### src/rtl/ysyx_22040127_pkg.sv
`default_nettype none
// ============================================================================
//  Module      : ysyx_22040127_pkg
//  Description : Shared types and constants for the instruction fetch unit.
//  Revision    : 1.0 - initial release
// ============================================================================
package ysyx_22040127_pkg;

    // Fetch sequencer states; at most one memory request is outstanding.
    typedef enum logic [1:0] {
        S_IDLE = 2'd0,
        S_REQ  = 2'd1,
        S_WAIT = 2'd2
    } ifu_state_e;

    localparam logic [63:0] DEFAULT_RESET_PC = 64'h0000_0000_8000_0000;
    localparam int          ILEN             = 32;

endpackage
`default_nettype wire

### src/rtl/ysyx_22040127_ifu_fifo.sv
`default_nettype none
// ============================================================================
//  Module      : ysyx_22040127_ifu_fifo
//  Description : Small synchronous FIFO holding {pc, instruction} entries.
//                Head is read straight from registered storage (no bypass).
//  Revision    : 1.0 - initial release
// ============================================================================
module ysyx_22040127_ifu_fifo #(
    parameter int DEPTH = 2,
    parameter int WIDTH = 96
) (
    input  logic                     clk,
    input  logic                     rst,
    input  logic                     push,
    input  logic [WIDTH-1:0]         din,
    input  logic                     pop,
    input  logic                     flush,
    output logic                     full,
    output logic                     empty,
    output logic [$clog2(DEPTH):0]   count,
    output logic [WIDTH-1:0]         head
);

    localparam int AW = $clog2(DEPTH);
    localparam int CW = AW + 1;

    logic [WIDTH-1:0] mem_q [DEPTH];
    logic [AW-1:0]    wr_ptr_q;
    logic [AW-1:0]    rd_ptr_q;
    logic [CW-1:0]    count_q;
    logic             w_push;
    logic             w_pop;

    assign full   = (count_q == CW'(DEPTH));
    assign empty  = (count_q == '0);
    assign count  = count_q;
    assign head   = mem_q[rd_ptr_q];

    // A push into a full FIFO is only legal when the head leaves the same cycle.
    assign w_push = push && (!full || pop);
    assign w_pop  = pop && !empty;

    // Entry storage; cleared on reset so the head reads zero while empty.
    always_ff @(posedge clk or posedge rst) begin
        if (rst) begin
            for (int i = 0; i < DEPTH; i++) begin
                mem_q[i] <= '0;
            end
        end else if (w_push && !flush) begin
            mem_q[wr_ptr_q] <= din;
        end
    end

    // Pointers wrap naturally because DEPTH is a power of two.
    always_ff @(posedge clk or posedge rst) begin
        if (rst) begin
            wr_ptr_q <= '0;
            rd_ptr_q <= '0;
            count_q  <= '0;
        end else if (flush) begin
            wr_ptr_q <= '0;
            rd_ptr_q <= '0;
            count_q  <= '0;
        end else begin
            if (w_push) begin
                wr_ptr_q <= wr_ptr_q + AW'(1);
            end
            if (w_pop) begin
                rd_ptr_q <= rd_ptr_q + AW'(1);
            end
            count_q <= count_q + CW'(w_push) - CW'(w_pop);
        end
    end

endmodule
`default_nettype wire

### src/rtl/ysyx_22040127_ifu.sv
`default_nettype none
// ============================================================================
//  Module      : ysyx_22040127_ifu
//  Description : Instruction fetch unit. Owns the PC, issues one fetch at a
//                time when a buffer slot is free, queues responses for decode
//                and discards stale fetches after a redirect.
//  Revision    : 1.0 - initial release
// ============================================================================
module ysyx_22040127_ifu
    import ysyx_22040127_pkg::*;
#(
    parameter int               XLEN     = 64,
    parameter logic [XLEN-1:0]  RESET_PC = XLEN'(DEFAULT_RESET_PC),
    parameter int               DEPTH    = 2
) (
    input  logic                clk,
    input  logic                rst,
    output logic                imem_req_valid,
    input  logic                imem_req_ready,
    output logic [XLEN-1:0]     imem_req_addr,
    input  logic                imem_resp_valid,
    input  logic [ILEN-1:0]     imem_resp_data,
    input  logic                redirect_valid,
    input  logic [XLEN-1:0]     redirect_pc,
    output logic                inst_valid,
    input  logic                inst_ready,
    output logic [ILEN-1:0]     inst_out,
    output logic [XLEN-1:0]     inst_pc
);

    localparam int CW = $clog2(DEPTH) + 1;
    localparam int FW = XLEN + ILEN;

    ifu_state_e       state_q, state_d;
    logic [XLEN-1:0]  pc_q, pc_d;
    logic [XLEN-1:0]  req_pc_q, req_pc_d;
    logic             drop_q, drop_d;

    logic             w_hs;
    logic             w_push;
    logic             w_pop;
    logic             w_full;
    logic             w_empty;
    logic [CW-1:0]    w_count;
    logic [FW-1:0]    w_head;
    logic [XLEN-1:0]  w_redirect_pc;

    // Redirect targets are forced to word alignment; misalignment is not trapped here.
    assign w_redirect_pc  = redirect_pc & ~XLEN'(3);
    assign imem_req_addr  = pc_q;
    assign inst_valid     = !w_empty;
    assign w_pop          = !w_empty && inst_ready;
    assign inst_out       = w_head[ILEN-1:0];
    assign inst_pc        = w_head[ILEN +: XLEN];

    // Sequencer: request issue, response capture, drop tracking and PC update.
    always_comb begin
        state_d        = state_q;
        pc_d           = pc_q;
        req_pc_d       = req_pc_q;
        drop_d         = drop_q;
        imem_req_valid = 1'b0;
        w_hs           = 1'b0;
        w_push         = 1'b0;
        case (state_q)
            S_IDLE: begin
                state_d = S_REQ;
            end
            S_REQ: begin
                // Only ask for an instruction we are guaranteed to have room for.
                imem_req_valid = (w_count < CW'(DEPTH));
                w_hs           = imem_req_valid && imem_req_ready;
                if (w_hs) begin
                    req_pc_d = pc_q;
                    pc_d     = pc_q + XLEN'(4);
                    state_d  = S_WAIT;
                    if (redirect_valid) begin
                        drop_d = 1'b1;
                    end
                end
            end
            S_WAIT: begin
                if (imem_resp_valid) begin
                    // A redirect arriving with the response kills it directly.
                    w_push  = !drop_q && !redirect_valid && !w_full;
                    drop_d  = 1'b0;
                    state_d = S_REQ;
                end else if (redirect_valid) begin
                    drop_d = 1'b1;
                end
            end
            default: begin
                state_d = S_IDLE;
            end
        endcase
        if (redirect_valid) begin
            pc_d = w_redirect_pc;
        end
    end

    // Sequencer state registers.
    always_ff @(posedge clk or posedge rst) begin
        if (rst) begin
            state_q  <= S_IDLE;
            pc_q     <= RESET_PC;
            req_pc_q <= '0;
            drop_q   <= 1'b0;
        end else begin
            state_q  <= state_d;
            pc_q     <= pc_d;
            req_pc_q <= req_pc_d;
            drop_q   <= drop_d;
        end
    end

    ysyx_22040127_ifu_fifo #(
        .DEPTH (DEPTH),
        .WIDTH (FW)
    ) u_fifo (
        .clk   (clk),
        .rst   (rst),
        .push  (w_push),
        .din   ({req_pc_q, imem_resp_data}),
        .pop   (w_pop),
        .flush (redirect_valid),
        .full  (w_full),
        .empty (w_empty),
        .count (w_count),
        .head  (w_head)
    );

endmodule
`default_nettype wire

### config.mk
export PLATFORM = sky130hd
export DESIGN_NAME = ysyx_22040127_ifu
export DESIGN_NICKNAME = d
export VERILOG_FILES = /design/src/rtl/ysyx_22040127_pkg.sv /design/src/rtl/ysyx_22040127_ifu_fifo.sv /design/src/rtl/ysyx_22040127_ifu.sv
export SDC_FILE = /design/constraint.sdc
export NUM_CORES = 1
export LEC_CHECK = 0
export CORE_UTILIZATION = 35
export CTS_CLUSTER_SIZE = 14
export DETAILED_ROUTE_END_ITERATION = 10
export PLACE_DENSITY = 0.67
export RECOVER_POWER = 25
export SYNTH_ARGS = -nofsm -noshare
export SYNTH_HDL_FRONTEND = slang
export SYNTH_SLANG_ARGS = --single-unit
### constraint.sdc
create_clock -name clk -period 19.6 [get_ports clk]
set_clock_uncertainty 0.1 [all_clocks]
set_input_delay 2.94 -clock clk [delete_from_list [all_inputs] [get_ports clk]]
set_output_delay 2.94 -clock clk [all_outputs]
set_load 0.005 [all_outputs]
==> flow_metrics.env <==
export IMPL_ir_drop_v=0.0000815
export IMPL_maxSlewHeadroom_pct=-259
export IMPL_drc=0
export IMPL_synth_edf_count=0
export IMPL_cell_internal_pwr_mw=1.58
export IMPL_netlist_area_um2=14400
export IMPL_switching_share_pct=28.7
export IMPL_crit_top_cell="buf_4"
export IMPL_root_buffer="clkbuf_16"
export IMPL_p_seq_share_pct=41.8
export IMPL_worstMarginPinSlew_ns=5.36
export IMPL_finalCriticalPeriod_ns=7.90
export IMPL_dp_cells=1959
export IMPL_worstPathRequired_ns=20.06
export IMPL_synthFlopType="dfrtp_1"
export IMPL_fp_row_count=73
export IMPL_io_pins=264
export IMPL_synth_seq_area_share_pct=55.4
export IMPL_ys_types=50
export IMPL_vias_per_cell=5.08
export IMPL_leakage_nw=8.48
export IMPL_crit_fanout=122
export IMPL_rsz0062_at_grt="no"
export IMPL_worst_path_largest_cell_delay_ns=2.98
export IMPL_area_delta_synth_final_pct=29.8
export IMPL_cts_setup_buffers=0
export IMPL_violations="max-capacitance violations, max-slew violations"
export IMPL_gp_congestion=0.789
export IMPL_fin_crit_sh_pct=40.3
export IMPL_setup_ws_ns=11.70
export IMPL_drive_above_1_share_pct=24.6
export IMPL_netSwitchingPower_mw=0.635
export IMPL_start_util_pct=35.9
export IMPL_worstSetupEndpointType="async pin"
export IMPL_ys_ff_latch=319
export IMPL_critPathArrivalTime_ns=8.36
export IMPL_post_cts_resized=0
export IMPL_crit_type="input pin to async pin"
export IMPL_grt_first_pass_wirelength_mm=61.7
export IMPL_slowest_stage="clkinvlp_2"
export IMPL_hold_viol_final=0
export IMPL_ctsHoldBuffers=0
export IMPL_post_place_ws_ns=12.84
export IMPL_netlist_top_cells_area="dfrtp_1 (55%), mux2_2 (22%), nand2_1 (6.0%)"
export IMPL_die_area_um2=42000
export IMPL_grt_usage_pct=19.1
export IMPL_cts_sinks=319
export IMPL_core_um2=40200
export IMPL_yosysTopAreaCell="dfrtp_1"
export IMPL_wl_per_cell_um=19.6
export IMPL_synth_top_area_share_pct=55.2
export IMPL_drtPass1Iterations=4
export IMPL_htreeDepth=2
export IMPL_die_w_um=205
export IMPL_clockBufferDepth=3
export IMPL_drtIter0Drc=491
export IMPL_synth_warning_count=0
export IMPL_fmax_mhz=127
export IMPL_path_cells="dlygate4sd3_1 > clkinvlp_2 > buf_4 > buf_4"
export IMPL_antenna_found_initial=4
export IMPL_max_cap_viol_count=5
export IMPL_status="finished with violations"
export IMPL_first_global_vias=10800
export IMPL_cp_start_kind="input pin"
export IMPL_place_hpwl_mm=26.3
export IMPL_setup_viol=0
export IMPL_clk_pin_slew_ns=0.06
export IMPL_fillCellCount=3702
export IMPL_cts_tree="done"
export IMPL_setup_tns_ns=0
export IMPL_power_mw=2.21
export IMPL_combPwrFrac_pct=26.9
export IMPL_synth_cells=1231
export IMPL_stdcell_count=2026
export IMPL_portBuffers=257
export IMPL_avgSynthCellArea_um2=11.7
export IMPL_slew_violations=273
export IMPL_overflow=0
export IMPL_min_path_type="flop to flop"
export IMPL_wl_mm=39.7
export IMPL_clkPwrFrac_pct=31.3
export IMPL_cts_buffers=36
export IMPL_chipHeight_um=205
export IMPL_via_count=10300
export IMPL_clk_latency_ns=0.53
export IMPL_grt_max_degree=123
export IMPL_final_nets=1577
export IMPL_power_density_nw_per_um2=118
export IMPL_synthArstFlopShare_pct=100
export IMPL_ant_nets=0
-- power by group through the flow --
| stage | Sequential, mW | Combinational [mW] | Clock [mW] |
|---|---|---|---|
| after CTS | 0.925 | 0.608 | 0.713 |
| after detailed placement | 0.936 | 0.604 | 0 |
| final | 0.924 | 0.596 | 0.692 |
| after global routing | 0.946 | 0.653 | 0.740 |
| after global placement | 0.924 | 0.597 | 0 |
| after floorplan | 0.889 | 0.332 | 0 |
-- synth_stat cells, types with 16 or more instances --
library cell	count
dfrtp_1	318
mux2_2	285
nand2_1	232
o21ai_0	55
clkbuf_1	49
nand4_1	28
nor2_1	27
nand3_1	26
xnor2_1	23
xor2_1	21
a31oi_1	16
or4_1	16
-- final timing paths --
| kind | end | slack [ns] | depth (start not counted) | startpoint |
|---|---|---|---|---|
| setup / recovery | u_fifo.mem_q[149] | 11.70 | 4 | rst |
| hold / removal | drop_q | 0.39 | 1 | drop_q |
| setup reg to reg | imem_req_addr[46] | 14.98 | 5 | u_fifo.count[1] |
| hold reg to reg | drop_q | 0.39 | 1 | drop_q |
| max in group clk | imem_req_addr[46] | 12.56 | 6 | imem_req_ready |
| min in group asynchronous | u_fifo.mem_q[139] | 4.44 | 2 | rst |
-- flip-flops by register name, indices dropped and copies added (netlist names) --
| register | cells |
|---|---|
| u_fifo.rd_ptr_q | 1 |
| drop_q | 1 |
| u_fifo.mem_q | 188 |
| u_fifo.count | 2 |
| req_pc_q | 62 |
| u_fifo.wr_ptr_q | 1 |
| imem_req_addr | 62 |
| state_q | 2 |
-- critical path, delay by kind of cell --
family                 cells  cell delay (ns)
buffers and inverters      4             5.31
-- cells by family (layout without fill, tap and decap cells) --
logic type,after synthesis,in the layout,synth area share (%)
DFF,319,319,55.4
adders and majority gates,3,3,0.260
other,1,7,0.0260
AOI/OAI and AO/OA,94,94,3.84
and+or+nand+nor,397,397,12.9
buffers and inverters,86,350,2.51
xor gates and xnor gates,44,44,2.67
muxes,287,287,22.4
-- routing by layer --
| layer | vias up | wire length (um) | track usage (%) |
|---|---|---|---|
| met5 | - | 13 | 0 |
| met4 | 2 | 1010 | 6.11 |
| met3 | 59 | 2070 | 3.79 |
| met2 | 254 | 19200 | 31.9 |
| met1 | 5182 | 17400 | 24.7 |
| li1 | 4793 | - | - |
-- stage by stage --
stage,utilization (%),area [um2],hold WS [ns]
3_3_place_gp,43.6,17500,0.374
5_1_grt,46.6,18700,0.400
4_1_cts,46.7,18800,0.389
3_5_place_dp,43.6,17500,0.377
6_report,46.6,18700,0.387
2_1_floorplan,-,14400,0.358
-- cell usage in the layout, fill, tap and decap left out, types with 3 or more instances in the layout --
cell	count
buf_4	12
a31oi_1	16
bufinv_16	4
nor4_1	10
nand3_1	26
clkinv_2	7
o31ai_1	9
or3_1	7
nor3_1	8
clkbuf_8	6
or2_2	3
clkbuf_1	11
inv_1	13
nand2_1	231
conb_1	4
nor4_2	3
xor2_1	21
dfrtp_1	317
or4_1	16
clkbuf_16	37
xnor2_1	23
dlygate4sd3_1	14
nor2_1	27
ha_1	3
nor2b_1	4
clkdlybuf4s50_1	242
diode_2	3
and4_1	12
nand4_1	28
mux2_2	285
o21ai_0	55
and3_1	9
-- final cells by class --
cell class	count	area, um2	area share, %
flip-flops and latches	319	7990	42.7
multi-input cells	829	6140	32.8
repair buffers	272	2670	14.2
clock buffers	50	1030	5.53
well taps	525	657	3.51
clock inverters	14	180	0.962
inverters	14	53.8	0.287
diodes	3	7.51	0.0401
No activity file was read; power rests on OpenSTA's default activity.
